**config.mk**
```make
export PLATFORM = sky130hd
export DESIGN_NAME = spin_ramp_controller
export DESIGN_NICKNAME = d
export VERILOG_FILES = /design/src/rtl/wm_pkg.sv /design/src/rtl/spin_tick_gen.sv /design/src/rtl/spin_ramp_controller.sv
export SDC_FILE = /design/constraint.sdc
export NUM_CORES = 1
export LEC_CHECK = 0
export ABC_AREA = 1
export ABC_CLOCK_PERIOD_IN_PS = 4430
export BUFFER_PORTS_ARGS = -buffer_cell sky130_fd_sc_hd__buf_2
export CAP_MARGIN = 20
export CELL_PAD_IN_SITES_DETAIL_PLACEMENT = 0
export CELL_PAD_IN_SITES_GLOBAL_PLACEMENT = 1
export CORE_AREA = 4 4 123 125
export DETAILED_ROUTE_END_ITERATION = 8
export DIE_AREA = 0 0 127 129
export PLACE_DENSITY = 0.49
export SYNTH_ARGS = -nofsm -noshare
export SYNTH_HDL_FRONTEND = slang
export SYNTH_SLANG_ARGS = --single-unit
```
**constraint.sdc**
```tcl
create_clock -name clk -period 4.43 [get_ports clk]
set_input_delay 0.2215 -clock clk [delete_from_list [all_inputs] [get_ports clk]]
set_output_delay 0.2215 -clock clk [all_outputs]
set_load 0.005 [all_outputs]
```
**src/rtl/wm_pkg.sv**
```systemverilog
// Shared washing-machine definitions: spin FSM state encoding, selector speed
// constants and the saturating ramp arithmetic used by the spin controller.
package wm_pkg;

  typedef enum logic [2:0] {
    IDLE      = 3'd0,
    RAMP_UP   = 3'd1,
    HOLD      = 3'd2,
    RAMP_DOWN = 3'd3,
    FINISH    = 3'd4
  } spin_state_t;

  localparam logic [10:0] SPEED_400  = 11'd400;
  localparam logic [10:0] SPEED_800  = 11'd800;
  localparam logic [10:0] SPEED_1200 = 11'd1200;
  localparam logic [10:0] SPEED_1400 = 11'd1400;

  // Sum is formed in 12 bits so targets near 2047 cannot wrap past the clamp.
  function automatic logic [10:0] ramp_up_step(input logic [10:0] cmd,
                                               input logic [10:0] step,
                                               input logic [10:0] tgt);
    logic [11:0] sum;
    sum = {1'b0, cmd} + {1'b0, step};
    return (sum >= {1'b0, tgt}) ? tgt : sum[10:0];
  endfunction

  function automatic logic [10:0] ramp_down_step(input logic [10:0] cmd,
                                                 input logic [10:0] step);
    return (cmd <= step) ? 11'd0 : (cmd - step);
  endfunction

endpackage

```
**src/rtl/spin_tick_gen.sv**
```systemverilog
// Ramp/hold tick divider: one-cycle tick every DIV enabled cycles, counter
// frozen while disabled and zeroed by clr.
module spin_tick_gen #(
  parameter int unsigned DIV = 1000
) (
  input  logic clk,
  input  logic reset,
  input  logic en,
  input  logic clr,
  output logic tick
);

  localparam int unsigned W = $clog2(DIV);
  localparam logic [W-1:0] LAST = W'(DIV - 1);

  logic [W-1:0] cnt_q, cnt_d;

  always_comb begin
    cnt_d = cnt_q;
    if (clr) begin
      cnt_d = '0;
    end else if (en) begin
      cnt_d = (cnt_q == LAST) ? '0 : cnt_q + 1'b1;
    end
  end

  always_ff @(posedge clk or posedge reset) begin
    if (reset) cnt_q <= '0;
    else       cnt_q <= cnt_d;
  end

  assign tick = en && !clr && (cnt_q == LAST);

endmodule

```
**src/rtl/spin_ramp_controller.sv**
```systemverilog
// Spin-phase sequencer: ramp motor command up to the latched target, hold,
// ramp down, pulse done. Optional imbalance trip under SPIN_IMBALANCE_CHECK_EN.
module spin_ramp_controller
  import wm_pkg::*;
#(
  parameter logic [10:0] RAMP_STEP  = 11'd100,
  parameter int unsigned TICK_DIV   = 1000,
  parameter int unsigned HOLD_TICKS = 600
) (
  input  logic        clk,
  input  logic        reset,
  input  logic        start,
  input  logic        abort,
  input  logic        door_open,
  input  logic [10:0] target_speed,
  output logic [10:0] motor_rpm_cmd,
  output logic        busy,
  output logic        done,
  output logic [2:0]  spin_state
`ifdef SPIN_IMBALANCE_CHECK_EN
  ,
  input  logic        imbalance,
  output logic        imbalance_fault
`endif
);

  localparam int unsigned HW = $clog2(HOLD_TICKS + 1);
  localparam logic [HW-1:0] HOLD_LAST = HW'(HOLD_TICKS - 1);

  spin_state_t   state_q, state_d;
  logic [10:0]   cmd_q, cmd_d;
  logic [10:0]   tgt_q, tgt_d;
  logic [HW-1:0] hold_q, hold_d;
  logic          busy_q, done_q;
  logic          tick, tick_en, tick_clr;
  logic          stop_req;
  logic          start_ok;

`ifdef SPIN_IMBALANCE_CHECK_EN
  logic fault_q, fault_d;
  assign stop_req = abort | door_open | imbalance;
`else
  assign stop_req = abort | door_open;
`endif

  assign start_ok = start && !abort && !door_open;
  assign tick_en  = (state_q == RAMP_UP) || (state_q == HOLD) || (state_q == RAMP_DOWN);

  spin_tick_gen #(.DIV(TICK_DIV)) u_tick (
    .clk   (clk),
    .reset (reset),
    .en    (tick_en),
    .clr   (tick_clr),
    .tick  (tick)
  );

  always_comb begin
    state_d  = state_q;
    cmd_d    = cmd_q;
    tgt_d    = tgt_q;
    hold_d   = hold_q;
    tick_clr = 1'b0;
`ifdef SPIN_IMBALANCE_CHECK_EN
    fault_d  = fault_q;
`endif
    case (state_q)
      IDLE: begin
        if (start_ok) begin
          tgt_d    = target_speed;
          hold_d   = '0;
          tick_clr = 1'b1;
`ifdef SPIN_IMBALANCE_CHECK_EN
          fault_d  = 1'b0;
`endif
          state_d  = (target_speed == 11'd0) ? FINISH : RAMP_UP;
        end
      end
      RAMP_UP: begin
        // A stop request wins over a coincident tick; cmd moves on the next tick.
        if (stop_req) begin
          state_d = RAMP_DOWN;
        end else if (tick) begin
          cmd_d = ramp_up_step(cmd_q, RAMP_STEP, tgt_q);
          if (cmd_d == tgt_q) state_d = HOLD;
        end
      end
      HOLD: begin
        if (stop_req) begin
          state_d = RAMP_DOWN;
        end else if (tick) begin
          if (hold_q == HOLD_LAST) state_d = RAMP_DOWN;
          else                     hold_d  = hold_q + 1'b1;
        end
      end
      RAMP_DOWN: begin
        if (tick) begin
          cmd_d = ramp_down_step(cmd_q, RAMP_STEP);
          if (cmd_d == 11'd0) state_d = FINISH;
        end
      end
      FINISH: begin
        state_d = IDLE;
      end
      default: begin
        state_d = IDLE;
      end
    endcase
`ifdef SPIN_IMBALANCE_CHECK_EN
    if (imbalance && ((state_q == RAMP_UP) || (state_q == HOLD))) fault_d = 1'b1;
`endif
  end

  always_ff @(posedge clk or posedge reset) begin
    if (reset) begin
      state_q <= IDLE;
      cmd_q   <= '0;
      tgt_q   <= '0;
      hold_q  <= '0;
      busy_q  <= 1'b0;
      done_q  <= 1'b0;
    end else begin
      state_q <= state_d;
      cmd_q   <= cmd_d;
      tgt_q   <= tgt_d;
      hold_q  <= hold_d;
      busy_q  <= (state_d != IDLE);
      done_q  <= (state_d == FINISH);
    end
  end

`ifdef SPIN_IMBALANCE_CHECK_EN
  always_ff @(posedge clk or posedge reset) begin
    if (reset) fault_q <= 1'b0;
    else       fault_q <= fault_d;
  end
  assign imbalance_fault = fault_q;
`endif

  assign motor_rpm_cmd = cmd_q;
  assign busy          = busy_q;
  assign done          = done_q;
  assign spin_state    = state_q;

endmodule

```
==> results.py <==
metrics = {
    "place": {
        "gp_congestion": 0.782,
        "hpwl_um": 7880,
        "dp.cells": 698,
        "port_buffers": 31,
    },
    "sta": {
        "post-route-period-util": 0.803,
        "rsz0062_at_grt": "false",
        "fin_skew_ns": 0.00911,
        "setup_viol": 0,
        "min_period_ns": 3.56,
        "fin_setup_tns_ns": 0,
        "maxSlewViolCount": 0,
        "hold_viol_final": 0,
        "slew_headroom": 0.529,
        "worst_pin_slew_ns": 0.706,
        "fmax_mhz": 281,
    },
    "critical_path": {
        "rr_endpoint": "spin_state[1]",
        "arrival_ns": 3.76,
        "reg2reg_slack_ns": 0.87,
        "critPathLaunchType": "register",
        "end_kind": "register",
        "path_max_fanout": 25,
        "crit_required_ns": 4.63,
        "reg2reg_from": "motor_rpm_cmd[2]",
        "ff2ff_path_depth": 22,
        "path_class": "reg2reg",
    },
    "run_status": {
        "status": "completed",
    },
    "logic_synthesis": {
        "avgSynthCellArea_um2": 6.91,
        "ys_ff_latch": 47,
        "synth_xor_area_frac": 0.0204,
        "synthTopCellsByArea": "dfrtp_1 34%, nand2_1 12%, inv_1 8.8%",
        "yosysSeqAreaShare": 0.342,
        "async_flop_share": 1.00,
        "synth_top_flop_cell": "dfrtp_1",
        "ys_warn_count": 0,
        "synth_mux_area_frac": 0,
        "synth_fa_ha_area_frac": 0.0583,
        "syn_inst": 497,
        "syn_area_um2": 3440,
        "synthSimpleGateAreaFrac": 0.308,
        "synth_compound_area_frac": 0.148,
        "synth.distinct_cells": 34,
        "synth_edf_count": 0,
        "yosys.area.top_type": "dfrtp_1",
        "synth_top_family_by_area": "simple AND/OR/NAND/NOR gates",
        "synthTopCellsByCount": "114 x nand2_1, 81 x inv_1, 54 x o21ai_0",
        "yosysMostFrequentCell": "nand2_1",
        "synth_fp_nets": 529,
        "yosys.area.top_type_share": 0.342,
    },
    "die": {
        "die_w_um": 127,
        "coreArea_um2": 13900,
        "die_h_um": 129,
        "rows": 43,
        "die_area_um2": 16400,
        "num_io_pins": 32,
        "initial_core_util": 0.248,
    },
    "clocking": {
        "clk_pin_slew_ns": 0.08,
        "cts_buffer_depth": 2,
        "tritoncts": "built",
        "cts_setup_buffers": 0,
        "root_buffer": "clkbuf_16",
        "holdBufCountCts": 0,
        "htreeDepth": 2,
        "cts_resized": 0,
        "cts_made_buffers": 5,
        "cts_sinks": 47,
        "clock_latency_ns": 0.31,
    },
    "grt": {
        "antenna_found_initial": 0,
        "grt_pass1_vias": 3291,
        "grt_overflow": 0,
        "gr-usage-all-layers": 0.133,
        "grt_pass1_wl_um": 17300,
        "grt_max_degree": 48,
    },
    "detailed_routing": {
        "drt-initial-drc-count": 160,
        "wire_per_inst_um": 14.5,
        "drt_first_pass_iters": 4,
        "wirelength_um": 10300,
        "drt_drc_violations_left": 0,
        "drt-vias-per-instance": 4.62,
        "ant_nets": 0,
        "via_count": 3259,
    },
    "pwr": {
        "vdd_ir_drop_max_uv": 141,
        "p_per_area_nw_per_um2": 456,
        "power.leakage_nw": 1.94,
    },
    "final_layout": {
        "diodes": 0,
        "nets": 557,
        "final_util": 0.282,
        "drive_gt1_frac": 0.106,
        "syn2layout_area_growth_pct": 14.1,
        "nFillCells": 1557,
        "fin_cells": 706,
    },
    "run": {
        "drv_cap": 0,
    },
    "worst_hold_path": {
        "hold_class": "in2async",
    },
}
per-layer routing:
layer	vias up	wire length, um	global-route usage
met5	-	0	0
li1	1702	-	-
met3	7	191	0.0199
met4	0	141	0.0410
met2	27	5330	0.241
met1	1523	4590	0.163
where the power goes:
group          internal, mW  total (mW)  switching, mW
Clock                 0.269       0.463          0.194
Sequential            0.564       0.667          0.103
Combinational         0.223       0.656          0.433
worst max-delay path by stage:
stage | slack [ns] | start | to | depth (start not counted)
6_report | 0.87 | motor_rpm_cmd[2] | spin_state[1] | 22
5_1_grt | 0.38 | motor_rpm_cmd[2] | spin_state[1] | 22
4_1_cts | 0.83 | motor_rpm_cmd[2] | spin_state[1] | 22
3_5_place_dp | 0.85 | motor_rpm_cmd[2] | spin_state[1] | 22
3_3_place_gp | 0.90 | motor_rpm_cmd[2] | spin_state[1] | 22
2_1_floorplan | 1.81 | motor_rpm_cmd[2] | spin_state[0] | 23
flip-flops by register name (all words and copies together), names as in the netlist:
name / count
motor_rpm_cmd: 11
tgt_q: 11
hold_q: 10
u_tick.cnt_q: 10
spin_state: 3
busy: 1
done: 1
cell usage in the layout, fill, tap and decap left out, drive strengths merged, types with 2 or more instances in the layout:
master  Yosys  layout
a21oi      22      22
nand3      31      31
nand3b      2       2
inv        81      82
buf        11      38
nand2     116     116
ha         16      16
nor3       13      13
nor2       36      36
o21ai      59      59
nor4        3       3
clkbuf      6       5
dfrtp      47      47
xor2        7       7
o211ai      3       3
nor3b       2       2
nand4      29      29
o22ai       7       7
worst max-delay path, cell delays in order (launching register included):
cell and delay [ns]:
dfrtp_1 0.49, ha_1 0.21, nand2_1 0.09, nand2_1 0.14
nand3_1 0.10, nor2_1 0.14, nand2_1 0.07, nand2_1 0.13
ha_1 0.28, nand3_1 0.11, inv_1 0.05, nand2_1 0.06
nand3_1 0.07, nor2_2 0.08, buf_4 0.23, and2_1 0.62
nand3_1 0.17, nand3_1 0.14, nor2_2 0.06, nand2_1 0.05
nand2_1 0.05, nand2_1 0.07, nand2_1 0.04
layout make-up:
type / instances / area, um2 / area share
Clock buffer: 5 / 125 / 0.0319
Inverter: 81 / 304 / 0.0776
Clock inverter: 3 / 46.3 / 0.0118
Multi-Input combinational cell: 352 / 1840 / 0.468
Sequential cell: 47 / 1180 / 0.300
Timing Repair Buffer: 38 / 208 / 0.0530
Tap cell: 180 / 225 / 0.0575
cell families (layout without fill, tap and decap cells):
| kind of cell | Yosys count | in the layout |
|---|---|---|
| compound gates | 95 | 95 |
| xor+xnor | 8 | 8 |
| fa+ha+maj | 16 | 16 |
| buf+inv | 98 | 127 |
| flops | 47 | 47 |
| simple gates | 233 | 233 |
stage by stage:
stage / worst slack, ns / cell area [um2] / hold slack, ns / total power [mW]
floorplan: 1.81 / 3440 / 0.342 / 1.13
global placement: 0.901 / 3750 / 0.451 / 1.35
detailed placement: 0.846 / 3750 / 0.462 / 1.35
CTS: 0.829 / 3920 / 0.118 / 1.83
global route: 0.381 / 3920 / 0.155 / 1.96
finish: 0.872 / 3920 / 0.0800 / 1.79
(Power assumes the default switching activity.)
